[src/rtl/pos_key_entry_if.sv]
// Point-of-sale keypad bus.
// Carries the cursor position and the two active-low buttons into the entry
// engine. It also carries the engine's registered view of the transaction
// back out.
//   master : drives cursor_x/cursor_y/btn_sel/btn_clr, observes the results
//   slave  : the entry engine (pos_key_entry)
interface pos_key_entry_if;
    logic [3:0]  cursor_x;
    logic [3:0]  cursor_y;
    logic        btn_sel;
    logic        btn_clr;
    logic [1:0]  mode;
    logic [19:0] entry_val;
    logic [2:0]  entry_digits;
    logic [6:0]  qty_val;
    logic [26:0] total;
    logic [7:0]  item_cnt;
    logic        key_valid;
    logic [3:0]  key_code;
    logic        err;
    logic        ovf;

    modport master (
        output cursor_x, cursor_y, btn_sel, btn_clr,
        input  mode, entry_val, entry_digits, qty_val, total, item_cnt,
               key_valid, key_code, err, ovf
    );

    modport slave (
        input  cursor_x, cursor_y, btn_sel, btn_clr,
        output mode, entry_val, entry_digits, qty_val, total, item_cnt,
               key_valid, key_code, err, ovf
    );
endinterface

[src/rtl/pos_key_entry.sv]
// Point-of-sale key entry engine.
// Each button is edge-detected. The 4x4 key under the cursor is decoded, and
// price / quantity entry plus a saturating running total are maintained.
// Every result is registered one cycle after the press.
//   clk   : clock, all state on rising edge
//   rst_n : asynchronous active-low reset
//   bus   : pos_key_entry_if.slave (cursor, buttons in; mode, entry, total,
//           item count, key pulse/code, err pulse, sticky ovf out)
module pos_key_entry #(
    parameter int unsigned TOTAL_MAX = 99_999_999
) (
    input logic            clk,
    input logic            rst_n,
    pos_key_entry_if.slave bus
);
    typedef enum logic [1:0] {PRICE = 2'd0, QTY = 2'd1, DONE = 2'd2} mode_t;

    localparam logic [3:0]  K_DZ  = 4'd10;
    localparam logic [3:0]  K_BS  = 4'd11;
    localparam logic [3:0]  K_MUL = 4'd12;
    localparam logic [3:0]  K_ADD = 4'd13;
    localparam logic [3:0]  K_CE  = 4'd14;
    localparam logic [3:0]  K_TOT = 4'd15;
    localparam logic [34:0] TOTAL_MAX_W = 35'(TOTAL_MAX);
    localparam logic [26:0] TOTAL_MAX_T = 27'(TOTAL_MAX);

    mode_t       mode_q;
    logic [19:0] entry_q;
    logic [2:0]  digits_q;
    logic [6:0]  qty_q;
    logic [26:0] total_q;
    logic [7:0]  item_cnt_q;
    logic        key_valid_q;
    logic [3:0]  key_code_q;
    logic        err_q;
    logic        ovf_q;
    logic        sel_d;
    logic        clr_d;

    function automatic logic [3:0] key_map(input logic [1:0] x, input logic [1:0] y);
        logic [3:0] k;
        case ({y, x})
            4'h0: k = 4'd1;   4'h1: k = 4'd2;   4'h2: k = 4'd3;   4'h3: k = K_BS;
            4'h4: k = 4'd4;   4'h5: k = 4'd5;   4'h6: k = 4'd6;   4'h7: k = K_MUL;
            4'h8: k = 4'd7;   4'h9: k = 4'd8;   4'hA: k = 4'd9;   4'hB: k = K_ADD;
            4'hC: k = K_CE;   4'hD: k = 4'd0;   4'hE: k = K_DZ;   default: k = K_TOT;
        endcase
        return k;
    endfunction

    function automatic logic [26:0] sat_total(input logic [34:0] sum);
        return (sum > TOTAL_MAX_W) ? TOTAL_MAX_T : sum[26:0];
    endfunction

    function automatic logic [7:0] sat_items(input logic [8:0] sum);
        return sum[8] ? 8'd255 : sum[7:0];
    endfunction

    // Press = button low now, high last cycle; a held button fires once.
    logic        sel_press;
    logic        clr_press;
    logic        in_range;
    logic [3:0]  key;
    logic [34:0] add_amt;
    logic [34:0] sum_total;
    logic [8:0]  add_items;
    logic [8:0]  item_sum;

    assign sel_press = ~bus.btn_sel & sel_d;
    assign clr_press = ~bus.btn_clr & clr_d;
    assign in_range  = (bus.cursor_x < 4'd4) && (bus.cursor_y < 4'd4);
    assign key       = key_map(bus.cursor_x[1:0], bus.cursor_y[1:0]);

    // ADD contributes one line at entry price in PRICE, or price x qty in QTY.
    assign add_amt   = (mode_q == QTY) ? ({15'd0, entry_q} * {28'd0, qty_q})
                                       : {15'd0, entry_q};
    assign sum_total = {8'd0, total_q} + add_amt;
    assign add_items = (mode_q == QTY) ? {2'd0, qty_q} : 9'd1;
    assign item_sum  = {1'b0, item_cnt_q} + add_items;

    always_ff @(posedge clk or negedge rst_n) begin
        if (!rst_n) begin
            mode_q      <= PRICE;
            entry_q     <= '0;
            digits_q    <= '0;
            qty_q       <= '0;
            total_q     <= '0;
            item_cnt_q  <= '0;
            key_valid_q <= 1'b0;
            key_code_q  <= '0;
            err_q       <= 1'b0;
            ovf_q       <= 1'b0;
            sel_d       <= 1'b1;
            clr_d       <= 1'b1;
        end else begin
            sel_d       <= bus.btn_sel;
            clr_d       <= bus.btn_clr;
            key_valid_q <= 1'b0;
            err_q       <= 1'b0;
            if (clr_press) begin
                // Clear outranks a simultaneous select.
                mode_q     <= PRICE;
                entry_q    <= '0;
                digits_q   <= '0;
                qty_q      <= '0;
                total_q    <= '0;
                item_cnt_q <= '0;
                ovf_q      <= 1'b0;
            end else if (sel_press) begin
                if (!in_range) begin
                    err_q <= 1'b1;
                end else begin
                    key_valid_q <= 1'b1;
                    key_code_q  <= key;
                    case (mode_q)
                        PRICE: begin
                            if (key < 4'd10) begin
                                if (digits_q < 3'd6) begin
                                    entry_q  <= entry_q * 20'd10 + {16'd0, key};
                                    digits_q <= digits_q + 3'd1;
                                end else err_q <= 1'b1;
                            end else begin
                                case (key)
                                    K_DZ: if (digits_q <= 3'd4) begin
                                        entry_q  <= entry_q * 20'd100;
                                        digits_q <= digits_q + 3'd2;
                                    end else err_q <= 1'b1;
                                    K_BS: if (digits_q != 3'd0) begin
                                        entry_q  <= entry_q / 20'd10;
                                        digits_q <= digits_q - 3'd1;
                                    end else err_q <= 1'b1;
                                    K_MUL: if (digits_q != 3'd0) begin
                                        mode_q <= QTY;
                                        qty_q  <= '0;
                                    end else err_q <= 1'b1;
                                    K_ADD: if (digits_q != 3'd0) begin
                                        total_q    <= sat_total(sum_total);
                                        ovf_q      <= ovf_q | (sum_total > TOTAL_MAX_W);
                                        item_cnt_q <= sat_items(item_sum);
                                        entry_q    <= '0;
                                        digits_q   <= '0;
                                        qty_q      <= '0;
                                    end else err_q <= 1'b1;
                                    K_CE: begin
                                        entry_q  <= '0;
                                        digits_q <= '0;
                                        qty_q    <= '0;
                                    end
                                    K_TOT: if (digits_q == 3'd0 && item_cnt_q != 8'd0)
                                        mode_q <= DONE;
                                    else err_q <= 1'b1;
                                    default: err_q <= 1'b1;
                                endcase
                            end
                        end
                        QTY: begin
                            if (key < 4'd10) begin
                                if (qty_q < 7'd10) qty_q <= qty_q * 7'd10 + {3'd0, key};
                                else err_q <= 1'b1;
                            end else begin
                                case (key)
                                    // Empty quantity backs out to price entry, price kept.
                                    K_BS: if (qty_q != 7'd0) qty_q <= qty_q / 7'd10;
                                          else mode_q <= PRICE;
                                    K_ADD: if (qty_q != 7'd0) begin
                                        total_q    <= sat_total(sum_total);
                                        ovf_q      <= ovf_q | (sum_total > TOTAL_MAX_W);
                                        item_cnt_q <= sat_items(item_sum);
                                        entry_q    <= '0;
                                        digits_q   <= '0;
                                        qty_q      <= '0;
                                        mode_q     <= PRICE;
                                    end else err_q <= 1'b1;
                                    K_CE: begin
                                        entry_q  <= '0;
                                        digits_q <= '0;
                                        qty_q    <= '0;
                                        mode_q   <= PRICE;
                                    end
                                    default: err_q <= 1'b1;
                                endcase
                            end
                        end
                        DONE: begin
                            if (key == K_CE) begin
                                mode_q     <= PRICE;
                                entry_q    <= '0;
                                digits_q   <= '0;
                                qty_q      <= '0;
                                total_q    <= '0;
                                item_cnt_q <= '0;
                                ovf_q      <= 1'b0;
                            end else err_q <= 1'b1;
                        end
                        default: mode_q <= PRICE;
                    endcase
                end
            end
        end
    end

    assign bus.mode         = mode_q;
    assign bus.entry_val    = entry_q;
    assign bus.entry_digits = digits_q;
    assign bus.qty_val      = qty_q;
    assign bus.total        = total_q;
    assign bus.item_cnt     = item_cnt_q;
    assign bus.key_valid    = key_valid_q;
    assign bus.key_code     = key_code_q;
    assign bus.err          = err_q;
    assign bus.ovf          = ovf_q;
endmodule

[src/flat_wrapper.sv]
// flat-port wrapper written by rule: the top's interface ports become plain ports
module pos_key_entry_flat 
#(
    parameter int unsigned TOTAL_MAX = 99_999_999
)
  (clk, rst_n, bus_cursor_x, bus_cursor_y, bus_btn_sel, bus_btn_clr, bus_mode, bus_entry_val, bus_entry_digits, bus_qty_val, bus_total, bus_item_cnt, bus_key_valid, bus_key_code, bus_err, bus_ovf);
  pos_key_entry_if bus_i ();
  input logic clk;
  input logic rst_n;
  input wire logic [$bits(bus_i.cursor_x)-1:0] bus_cursor_x;
  input wire logic [$bits(bus_i.cursor_y)-1:0] bus_cursor_y;
  input wire logic [$bits(bus_i.btn_sel)-1:0] bus_btn_sel;
  input wire logic [$bits(bus_i.btn_clr)-1:0] bus_btn_clr;
  output wire logic [$bits(bus_i.mode)-1:0] bus_mode;
  output wire logic [$bits(bus_i.entry_val)-1:0] bus_entry_val;
  output wire logic [$bits(bus_i.entry_digits)-1:0] bus_entry_digits;
  output wire logic [$bits(bus_i.qty_val)-1:0] bus_qty_val;
  output wire logic [$bits(bus_i.total)-1:0] bus_total;
  output wire logic [$bits(bus_i.item_cnt)-1:0] bus_item_cnt;
  output wire logic [$bits(bus_i.key_valid)-1:0] bus_key_valid;
  output wire logic [$bits(bus_i.key_code)-1:0] bus_key_code;
  output wire logic [$bits(bus_i.err)-1:0] bus_err;
  output wire logic [$bits(bus_i.ovf)-1:0] bus_ovf;
  assign bus_i.cursor_x = bus_cursor_x;
  assign bus_i.cursor_y = bus_cursor_y;
  assign bus_i.btn_sel = bus_btn_sel;
  assign bus_i.btn_clr = bus_btn_clr;
  assign bus_mode = bus_i.mode;
  assign bus_entry_val = bus_i.entry_val;
  assign bus_entry_digits = bus_i.entry_digits;
  assign bus_qty_val = bus_i.qty_val;
  assign bus_total = bus_i.total;
  assign bus_item_cnt = bus_i.item_cnt;
  assign bus_key_valid = bus_i.key_valid;
  assign bus_key_code = bus_i.key_code;
  assign bus_err = bus_i.err;
  assign bus_ovf = bus_i.ovf;
  pos_key_entry #(.TOTAL_MAX(TOTAL_MAX)) u_core (.clk(clk), .rst_n(rst_n), .bus(bus_i));
endmodule
[config.mk]
export PLATFORM = sky130hd
export DESIGN_NAME = pos_key_entry_flat
export DESIGN_NICKNAME = d
export VERILOG_FILES = /design/src/rtl/pos_key_entry_if.sv /design/src/rtl/pos_key_entry.sv /design/src/flat_wrapper.sv
export SDC_FILE = /design/constraint.sdc
export NUM_CORES = 1
export LEC_CHECK = 0
export CORE_UTILIZATION = 60
export DETAILED_ROUTE_END_ITERATION = 8
export GPL_ROUTABILITY_DRIVEN = 0
export PLACE_DENSITY = 0.83
export SYNTH_ARGS = -nofsm -noshare
export SYNTH_HDL_FRONTEND = slang
export SYNTH_SLANG_ARGS = --single-unit
[constraint.sdc]
create_clock -name clk -period 19.7 [get_ports clk]
set_input_delay 2.955 -clock clk [delete_from_list [all_inputs] [get_ports clk]]
set_output_delay 2.955 -clock clk [all_outputs]
set_load 0.1 [all_outputs]
==> results of run 1 <==
-- cells in the mapped netlist, types with 25 or more instances --
master / instances / area, µm²
sky130_fd_sc_hd__nand2_1: 341 / 1280
sky130_fd_sc_hd__inv_1: 233 / 875
sky130_fd_sc_hd__ha_1: 195 / 2440
sky130_fd_sc_hd__a21oi_1: 173 / 866
sky130_fd_sc_hd__nor2_1: 165 / 619
sky130_fd_sc_hd__xnor2_1: 161 / 1410
sky130_fd_sc_hd__o21ai_0: 143 / 716
sky130_fd_sc_hd__fa_1: 107 / 2140
sky130_fd_sc_hd__clkbuf_1: 85 / 319
sky130_fd_sc_hd__nand3_1: 85 / 425
sky130_fd_sc_hd__dfrtp_1: 74 / 1850
sky130_fd_sc_hd__nor3_1: 69 / 345
sky130_fd_sc_hd__and2_1: 63 / 394
sky130_fd_sc_hd__o21bai_1: 59 / 443
sky130_fd_sc_hd__a21o_1: 57 / 428
sky130_fd_sc_hd__xor2_1: 57 / 499
sky130_fd_sc_hd__a31oi_1: 54 / 338
sky130_fd_sc_hd__a211oi_1: 49 / 368
sky130_fd_sc_hd__o211ai_1: 38 / 285
sky130_fd_sc_hd__and3_1: 36 / 225
sky130_fd_sc_hd__o21ai_1: 31 / 155
sky130_fd_sc_hd__nand4_1: 30 / 188
sky130_fd_sc_hd__o31ai_1: 30 / 225
sky130_fd_sc_hd__buf_2: 29 / 145
sky130_fd_sc_hd__nor2b_1: 26 / 163
sky130_fd_sc_hd__nor4_1: 25 / 156
-- per-layer routing --
layer | vias to the layer above | track usage [%]
met2 | 1836 | 60.8
met4 | 0 | 17.7
li1 | 11100 | -
met1 | 11900 | 49.3
met3 | 400 | 7.20
met5 | - | 0
-- timing repair --
| action | CTS | global route |
|---|---|---|
| hold buffers | 0 | 0 |
| setup endpoints to repair | 0 | 3 |
| buffers inserted | 0 | 7 |
| resized for setup | 0 | 29 |
-- through the flow --
step	hold WS, ns	util [%]	TNS [ns]	cell area [µm²]
after global placement	0.470	65.1	0	24000
after detailed placement	0.478	65.1	0	24000
final	0.494	66.4	0	24600
after global routing	0.529	66.4	-0.0851	24600
after floorplan	0.509	-	0	22700
after CTS	0.500	65.9	0	24400
-- cells in the final DEF, fill, tap and decap left out, types with 25 or more instances in the layout --
cell type,instances
sky130_fd_sc_hd__nand2_1,341
sky130_fd_sc_hd__inv_1,233
sky130_fd_sc_hd__ha_1,194
sky130_fd_sc_hd__a21oi_1,172
sky130_fd_sc_hd__nor2_1,164
sky130_fd_sc_hd__xnor2_1,158
sky130_fd_sc_hd__o21ai_0,142
sky130_fd_sc_hd__fa_1,107
sky130_fd_sc_hd__nand3_1,84
sky130_fd_sc_hd__clkdlybuf4s50_1,84
sky130_fd_sc_hd__dfrtp_1,74
sky130_fd_sc_hd__buf_4,69
sky130_fd_sc_hd__nor3_1,66
sky130_fd_sc_hd__and2_1,62
sky130_fd_sc_hd__o21bai_1,59
sky130_fd_sc_hd__xor2_1,57
sky130_fd_sc_hd__a21o_1,56
sky130_fd_sc_hd__a31oi_1,54
sky130_fd_sc_hd__a211oi_1,49
sky130_fd_sc_hd__o211ai_1,38
sky130_fd_sc_hd__and3_1,35
sky130_fd_sc_hd__o21ai_1,30
sky130_fd_sc_hd__o31ai_1,30
sky130_fd_sc_hd__nand4_1,30
sky130_fd_sc_hd__nor2b_1,25
-- final timing paths --
path / startpoint / end / slack (ns) / cells after the start
hold / removal: u_core.bus.ovf / u_core.bus.ovf / 0.49 / 1
min in group asynchronous: rst_n / u_core.bus.total[23] / 2.77 / 1
hold reg to reg: u_core.bus.ovf / u_core.bus.ovf / 0.49 / 1
setup / recovery: u_core.bus.entry_val[2] / u_core.bus.entry_val[0] / 0.78 / 54
max in group asynchronous: rst_n / u_core.bus.entry_val[12] / 16.25 / 1
setup reg to reg: u_core.bus.entry_val[2] / u_core.bus.entry_val[0] / 0.78 / 54
-- flip-flops by register name (all words and copies together) (netlist names) --
register and count:
u_core.bus.ovf 1, u_core.bus.mode 2, u_core.bus.item_cnt 8, u_core.clr_d 1, u_core.bus.qty_val 7, u_core.bus.entry_digits 3, u_core.bus.key_code 4, u_core.bus.key_valid 1
u_core.sel_d 1, u_core.bus.entry_val 20, u_core.bus.total 27, u_core.bus.err 1
-- worst register-to-register path, delay by kind of cell, from the launching register on --
| kind | cells | cell delay [ns] |
|---|---|---|
| flops | 1 | 0.35 |
| buf+inv | 2 | 0.58 |
| mux | 3 | 1.17 |
| xor+xnor | 4 | 1.20 |
| fa+ha+maj | 1 | 0.43 |
| simple gates | 18 | 6.27 |
| compound gates | 26 | 8.84 |
-- kinds of logic after synthesis --
kind of cell | Yosys count
simple gates | 989
fa+ha+maj | 303
compound gates | 987
buf+inv | 375
flops | 76
xor+xnor | 223
mux | 38
-- layout make-up --
type / instances / area (µm²) / area share (%)
clock buffer: 10 / 239 / 0.973
clock inverter: 6 / 72.6 / 0.296
inverter: 236 / 886 / 3.61
multi-input combinational: 2540 / 19500 / 79.3
sequential: 76 / 1900 / 7.76
tap: 504 / 631 / 2.57
timing repair buffer: 153 / 1360 / 5.53
==> impl_metrics.yaml, run 1 <==
outcome:
  run_status: "completed"
logic_synthesis:
  synth_compound_area_share_pct: 31.7
  synthFlopType: "sky130_fd_sc_hd__dfrtp_1"
  synth_simple_gate_area_share_pct: 22.3
  synthXorXnorAreaFrac_pct: 8.76
  syn_area_mm2: 0.0227
  postSynthRegisterBits: 76
  synth-edff-count: 0
  muxShareOfSynthArea_pct: 1.83
  synth.yosys.warnings: 0
  synthDistinctLibCells: 138
  post_synth_inst_count: 2991
  main_combinational_cell_family_by_area_after_synthesis: "compound AO/OA/AOI/OAI gates"
  synth-seq-area-share_pct: 8.38
  postSynth.asyncResetShare_pct: 100
  synth_nets: 3305
  fraction_of_the_mapped_netlist_area_in_adder_cells_pct: 20.2
  synthesis.area_per_instance_um2: 7.60
layout:
  diodes: 0
  layout-drive-gt1-share_pct: 8.08
  nFillCells: 3038
  final_nets: 3330
  layout.cells.non_filler: 3525
  flow.area_growth_from_synthesis_pct: 8.04
timing:
  maxSlewHeadroom_pct: 12.5
  worst_setup_margin_ns: 0.779
  setup-violations-final: 0
  layout_worst_path_cycle_share_pct: 96.0
  tightest_slew_ns: 1.31
  maxClockFrequency_mhz: 52.9
  finalHoldViolations: 0
  worst_clock_skew_ns: 0.00761
  timing.final.crit_period_ns: 18.92
  slew_violations: 0
critical_path:
  critPathCaptureType: "register"
  worst-endpoint-arrival_ns: 19.19
  critPathTopFamily: "compound AO/OA/AOI/OAI gates"
  critical_path_buf_inv_count: 2
  worst_setup_path_start_kind: "register"
  worstSetupPathType: "register to register"
  worst-endpoint-required_ns: 19.97
  crit_path_top_delay_cell: "sky130_fd_sc_hd__or3_1"
  maximum_net_fanout_on_the_critical_path: 16
  crit_path_max_incr_delay_ns: 0.62
floorplan:
  core_area_mm2: 0.0370
  initial_core_util_pct: 61.5
  horizontal_die_dimension_um: 197
  io_pins: 86
  height_of_the_chip_um: 197
  std_cell_rows: 70
  floorplan_die_area_mm2: 0.0387
routing:
  post_drt_via_cell_ratio: 7.15
  routed-wl-met3_mm: 8.99
  num_vias: 25200
  dr_wl_met2_mm: 33.5
  final_antenna_net_count: 0
  drt-met1-wl_mm: 29.3
  routedWlPerCell_um: 21.4
  drt-initial-drc-count: 3519
  highest_routing_layer_actually_used: "met4"
  drc_errors: 0
  drt-total-wl_mm: 75.6
  detail_route.first_pass.iterations: 8
global_routing:
  global_route.overflow_total: 0
  wire_length_of_the_first_global_routing_pass_mm: 121
  first_global_vias: 24100
  grt_max_degree: 77
  globalRouteTotalUtil_pct: 37.9
  number_of_antenna_violations_at_the_first_check_in_global_routing: 0
clock_tree:
  cts-root-to-sink-buffers: 2
  cts.sinks: 76
  cts_tree: "done"
  cts.reportedPaths.clkPinSlew_ns: 0.06
  cts-root-buf: "sky130_fd_sc_hd__clkbuf_16"
  htreeDepth: 3
  worst_skew_pair.late_latency_ns: 0.36
  numCtsBuffers: 9
min_path:
  timing.hold.worst.class: "register to register"
placement:
  placed_cells: 3502
  detailedPlacementHpwl_mm: 56.8
  placement.io_buffers: 85
  placement.setup.worst_slack_ns: 0.147
job:
  max-cap-violations: 0
Power of run 1 is left out: the tool's default activity adds up to more than one toggle a clock period on the data nets, which glitch-free logic cannot reach.
==> run 2: changes to the inputs <==
--- a/config.mk
+++ b/config.mk
@@ -9,6 +9,7 @@
 export DETAILED_ROUTE_END_ITERATION = 8
 export GPL_ROUTABILITY_DRIVEN = 0
 export PLACE_DENSITY = 0.83
+export SLEW_MARGIN = 5
 export SYNTH_ARGS = -nofsm -noshare
 export SYNTH_HDL_FRONTEND = slang
 export SYNTH_SLANG_ARGS = --single-unit
==> results of run 2 <==
Final layout, timing and power as in run 1 (identical DEF).
Power of run 2 is left out for the same reason.
